## src/rtl/busca_instrucao.sv

```systemverilog
// busca_instrucao: instruction-fetch stage wrapped around the program counter.
//
// Fetches the word at estado_pc from instruction memory over a req/ack
// handshake, holds it for decode behind a valid/ready handshake and computes
// the next PC (prox_instrucao), which the PC register loads on every edge.
//
// Ports:
//   clock, reset              - rising-edge clock, async active-low reset
//   estado_pc / prox_instrucao - current PC in, next PC out (combinational)
//   mem_req, mem_addr          - memory read request and word address
//   mem_ack, mem_dado          - memory read completion and returned word
//   desvio, desvio_alvo        - redirect from execute and its target
//   id_pronto                  - decode accepts the held instruction
//   if_valido, if_instrucao    - held instruction and its valid flag
//   if_pc, if_pc4              - address of held instruction and that + 4
module busca_instrucao #(
    parameter logic [31:0] NOP = 32'h00000013
) (
    input  logic        clock,
    input  logic        reset,
    input  logic [31:0] estado_pc,
    output logic [31:0] prox_instrucao,
    output logic        mem_req,
    output logic [31:0] mem_addr,
    input  logic        mem_ack,
    input  logic [31:0] mem_dado,
    input  logic        desvio,
    input  logic [31:0] desvio_alvo,
    input  logic        id_pronto,
    output logic        if_valido,
    output logic [31:0] if_instrucao,
    output logic [31:0] if_pc,
    output logic [31:0] if_pc4
);

    typedef enum logic [1:0] {
        Busca    = 2'd0,  // request outstanding
        Saida    = 2'd1,  // instruction held for decode
        Descarte = 2'd2   // stale request outstanding, data will be dropped
    } estado_e;

    estado_e     estado_q, estado_d;
    logic [31:0] instrucao_q, instrucao_d;
    logic [31:0] pc_q, pc_d;
    logic [31:0] end_pendente_q, end_pendente_d;
    logic [31:0] addr_sel;

    always_ff @(posedge clock or negedge reset) begin
        if (!reset) begin
            estado_q       <= Busca;
            instrucao_q    <= NOP;
            pc_q           <= 32'd0;
            end_pendente_q <= 32'd0;
        end else begin
            estado_q       <= estado_d;
            instrucao_q    <= instrucao_d;
            pc_q           <= pc_d;
            end_pendente_q <= end_pendente_d;
        end
    end

    always_comb begin
        estado_d       = estado_q;
        instrucao_d    = instrucao_q;
        pc_d           = pc_q;
        end_pendente_d = end_pendente_q;
        prox_instrucao = estado_pc;
        mem_req        = 1'b0;
        addr_sel       = estado_pc;

        unique case (estado_q)
            Busca: begin
                mem_req = 1'b1;
                if (desvio) begin
                    prox_instrucao = desvio_alvo;
                    // Without the ack the request stays live on the bus; keep its
                    // address stable while the PC already moves to the target.
                    if (!mem_ack) begin
                        end_pendente_d = estado_pc;
                        estado_d       = Descarte;
                    end
                end else if (mem_ack) begin
                    instrucao_d    = mem_dado;
                    pc_d           = estado_pc;
                    prox_instrucao = estado_pc + 32'd4;
                    estado_d       = Saida;
                end
            end
            Saida: begin
                if (desvio) begin
                    instrucao_d    = NOP;
                    prox_instrucao = desvio_alvo;
                    estado_d       = Busca;
                end else if (id_pronto) begin
                    estado_d = Busca;
                end
            end
            Descarte: begin
                mem_req  = 1'b1;
                addr_sel = end_pendente_q;
                if (desvio) begin
                    prox_instrucao = desvio_alvo;
                end
                if (mem_ack) begin
                    estado_d = Busca;
                end
            end
            default: begin
                estado_d = Busca;
            end
        endcase

        // No request may be seen on the bus while the block is held in reset.
        if (!reset) begin
            mem_req = 1'b0;
        end
    end

    assign mem_addr     = {addr_sel[31:2], 2'b00};
    assign if_valido    = (estado_q == Saida);
    assign if_instrucao = instrucao_q;
    assign if_pc        = pc_q;
    assign if_pc4       = pc_q + 32'd4;

endmodule

```

## config.mk

```make
export PLATFORM = sky130hd
export DESIGN_NAME = busca_instrucao
export DESIGN_NICKNAME = d
export VERILOG_FILES = /design/src/rtl/busca_instrucao.sv
export SDC_FILE = /design/constraint.sdc
export NUM_CORES = 1
export LEC_CHECK = 0
export CORE_MARGIN = 3
export CORE_UTILIZATION = 47
export DETAILED_ROUTE_END_ITERATION = 10
export PLACE_DENSITY = 0.85
export RECOVER_POWER = 50
export SYNTH_ARGS = -nofsm -noshare
export SYNTH_HDL_FRONTEND = slang
export SYNTH_SLANG_ARGS = --single-unit
```

## constraint.sdc

```tcl
create_clock -name clock -period 6.25 [get_ports clock]
set_clock_uncertainty 0.15 [all_clocks]
set_input_delay 1.5625 -clock clock [delete_from_list [all_inputs] [get_ports clock]]
set_output_delay 1.5625 -clock clock [all_outputs]
set_load 0.05 [all_outputs]
```

==> metrics.md <==
| Metric | Value |
|---|---|
| Outcome | `finished with violations` |
| Failing checks | `capacitance limit, slew limit` |
| Average size of a mapped cell | `9.35 sq um` |
| Avg WL per Cell | `between 20 and 25 microns` |
| Final core occ | `75.0%` |
| Clock slew at reported path FFs | `0.07 ns` |
| Design area | `9610 sq um` |
| Worst Setup Slack, final | `0.311 ns` |
| Fin crit share | `95.0%` |
| I/O pin count | `263` |
| Die Height | `121 microns` |
| Share of the synthesized area in the top cell type | `around 37%` |
| Final min period | `5.94 ns` |
| Core area | `12800 sq um` |
| Remaining Overflow, GRT | `0` |
| Num CTS Buffers | `9` |
| Clk Latency, worst-skew pair | `between 0.3 and 0.4 ns` |
| Reg-to-Reg End | `end_pendente_q[10]$_DFFE_PN0P_` |
| Ys Warns | `0` |
| Tightest Pin Transition | `1.92 ns` |
| Die width | `~120 microns` |
| Post-synth EDFFs | `0` |
| Crit end category | `primary output` |
| Setup TNS | `0 ns` |
| Mapped cell area | `between 6000 and 7000 sq um` |
| GR Util All Layers | `29.9%` |
| Worst Hold End | `if_instrucao[16]$_DFFE_PN0P_` |
| Initial antenna violation count | `0` |
| Tightest Hold Check Type | `reg2reg` |
| Worst EP arrival | `about 4.2 ns` |
| Critical Path RT | `4.54 ns` |
| Pre-CTS WS | `around 0.44 ns` |
| Endpoints failing setup | `0` |
| Via count | `approximately 6400` |
| Gpl congestion | `0.929` |
| First-pass GRT wire length | `34200 microns` |
| Most frequent cell after synthesis | `dfrtp_1` |
| CP Class | `in2out` |
| Final hold violations | `0` |
| Area after DPL | `9330 sq um` |
| CP startpoint kind | `input pin` |
| RSZ-0062 raised after global routing | `false` |
| Max cap viols | `2` |
| Synth top area cells | `dfrtp_1, mux2_2, mux2_1` |
| CTS tree | `done` |
| Worst vdd ir | `546 uV` |
| Most common library cells after synthesis | `dfrtp_1, nand2_1, mux2_2` |
| Sequential area share after synthesis | `38.5%` |
| P per Cell Area | `approximately 630 nW/um^2` |
| Nets@finish | `approximately 1000` |
| Setup slack, reg-to-reg | `3.45 ns` |
| Primary FF master, synth | `dfrtp_1` |
| Detailed router's first-iteration violation count | `627` |
| Worst hold path cell count | `2` |
| Root Driver | `clkbuf_16` |
| FF-to-FF Start | `estado_q[0]$_DFFE_PN0P_` |
| Layout cell share with drive strength beyond 1 | `15.5%` |
| Cells after synthesis | `669` |
| Port Buffers | `between 200 and 300` |
| Hold_buf cts | `0` |
| Clock buffer depth | `2` |
| Cell taking the most area after synthesis | `dfrtp_1` |
| PostCTS Resize Cnt | `0` |
| CP max FO | `15` |
| First-pass DRT Iterations | `5` |
| Synth unique cells | `63` |
| Largest net degree at the start of global routing | `66` |
| Post-DP HPWL | `roughly 17000 microns` |
| Vias in the first global route | `6225` |
| Initial Utilization | `48.8%` |
| Hold path start | `if_instrucao[16]$_DFFE_PN0P_` |
| Seq cells post-synth | `between 90 and 100` |
| Setup bufs post-CTS | `0` |
| Die area | `14700 sq um` |
| Worst slew margin | `-27.7%` |
| Reg2Reg Depth | `8` |
| Maximum achievable frequency | `between 0.15 and 0.2 GHz` |
| FP Rows | `41` |
| Asr flop ratio synth | `100%` |
| Slew Limit Fails | `100` |
| Drt total wl | `22400 microns` |
| Clk sinks | `96` |
| Area growth from synthesis to layout | `53.8%` |
| Leak | `4.05 nW` |
| Detailed-route vias per instance | `approximately 5.9` |
| H-tree levels | `3` |
| Routed Antenna Nets | `0` |
| DRC | `0` |
per-stage QoR:
step	total power, W	hold WS [ns]	cells
after floorplan	0.00393	0.306	670
after global placement	0.00558	0.304	1074
after detailed placement	0.00564	0.315	1074
after CTS	0.00620	0.332	1090
after global routing	0.00633	0.347	1090
final	0.00608	0.323	1091
power by group:
group / switching, W / internal (W)
registers: 0.000260 / 0.000940
logic: 0.00281 / 0.00153
clock network: 0.000266 / 0.000278
layout by cell type, fill, tap and decap left out, types with 26 or more instances in the layout:
master,Yosys,routed
clkdlybuf4s50_1,0,153
dfrtp_1,93,93
nand2_1,80,80
dlygate4sd3_1,0,74
mux2_2,49,49
inv_1,42,42
o31ai_1,37,37
buf_12,0,33
mux2_1,32,32
xnor2_1,27,27
nor2_1,26,26
cell families after synthesis:
| group | count (synthesis) | share of synthesized area (%) |
|---|---|---|
| xor+xnor | 33 | 4.62 |
| mux | 85 | 15.2 |
| fa+ha+maj | 6 | 1.20 |
| flops | 96 | 38.5 |
| simple gates | 194 | 16.4 |
| buf+inv | 96 | 6.62 |
| compound gates | 158 | 17.4 |
| other cells | 1 | 0.0600 |
layer usage:
metal  vias up  part of all wire, %  wire [microns]  GRT usage, %
li1       2912                    -               -             -
met1      3041                   39            8840          38.1
met2       409                   47           10600          49.0
met3        60                   11            2400          7.74
met4         0                  2.7             610          11.1
met5         -                    0               0             0
worst max-delay path, cell delays in order:
cell           delay [ns]
dlygate4sd3_1        0.96
nand2b_1             0.38
a21oi_1              0.75
a22oi_1              0.21
o31ai_1              0.16
buf_12               0.20
flip-flops by register name (all words and copies together) (netlist names):
signal / flops
estado_q: 2
end_pendente_q: 30
if_instrucao: 32
if_pc: 32
final cells by class:
type | instances | area (sq um)
inverters | 45 | 169
flip-flops and latches | 96 | 2410
clock inverters | 7 | 63.8
fillers | 903 | 3210
well taps | 172 | 215
diodes | 1 | 2.50
clock buffers | 9 | 225
multi-input cells | 478 | 3440
repair buffers | 283 | 3100
worst max path at each step:
stage	startpoint	to	slack, ns	cells after the start
2_1_floorplan	estado_pc[2]	prox_instrucao[24]	0.71	6
3_3_place_gp	desvio	prox_instrucao[18]	0.50	6
3_5_place_dp	desvio	prox_instrucao[26]	0.44	6
4_1_cts	desvio	prox_instrucao[10]	0.43	6
5_1_grt	desvio	prox_instrucao[18]	0.25	6
6_report	desvio	prox_instrucao[10]	0.31	6
No activity file was read; power rests on OpenSTA's default activity.
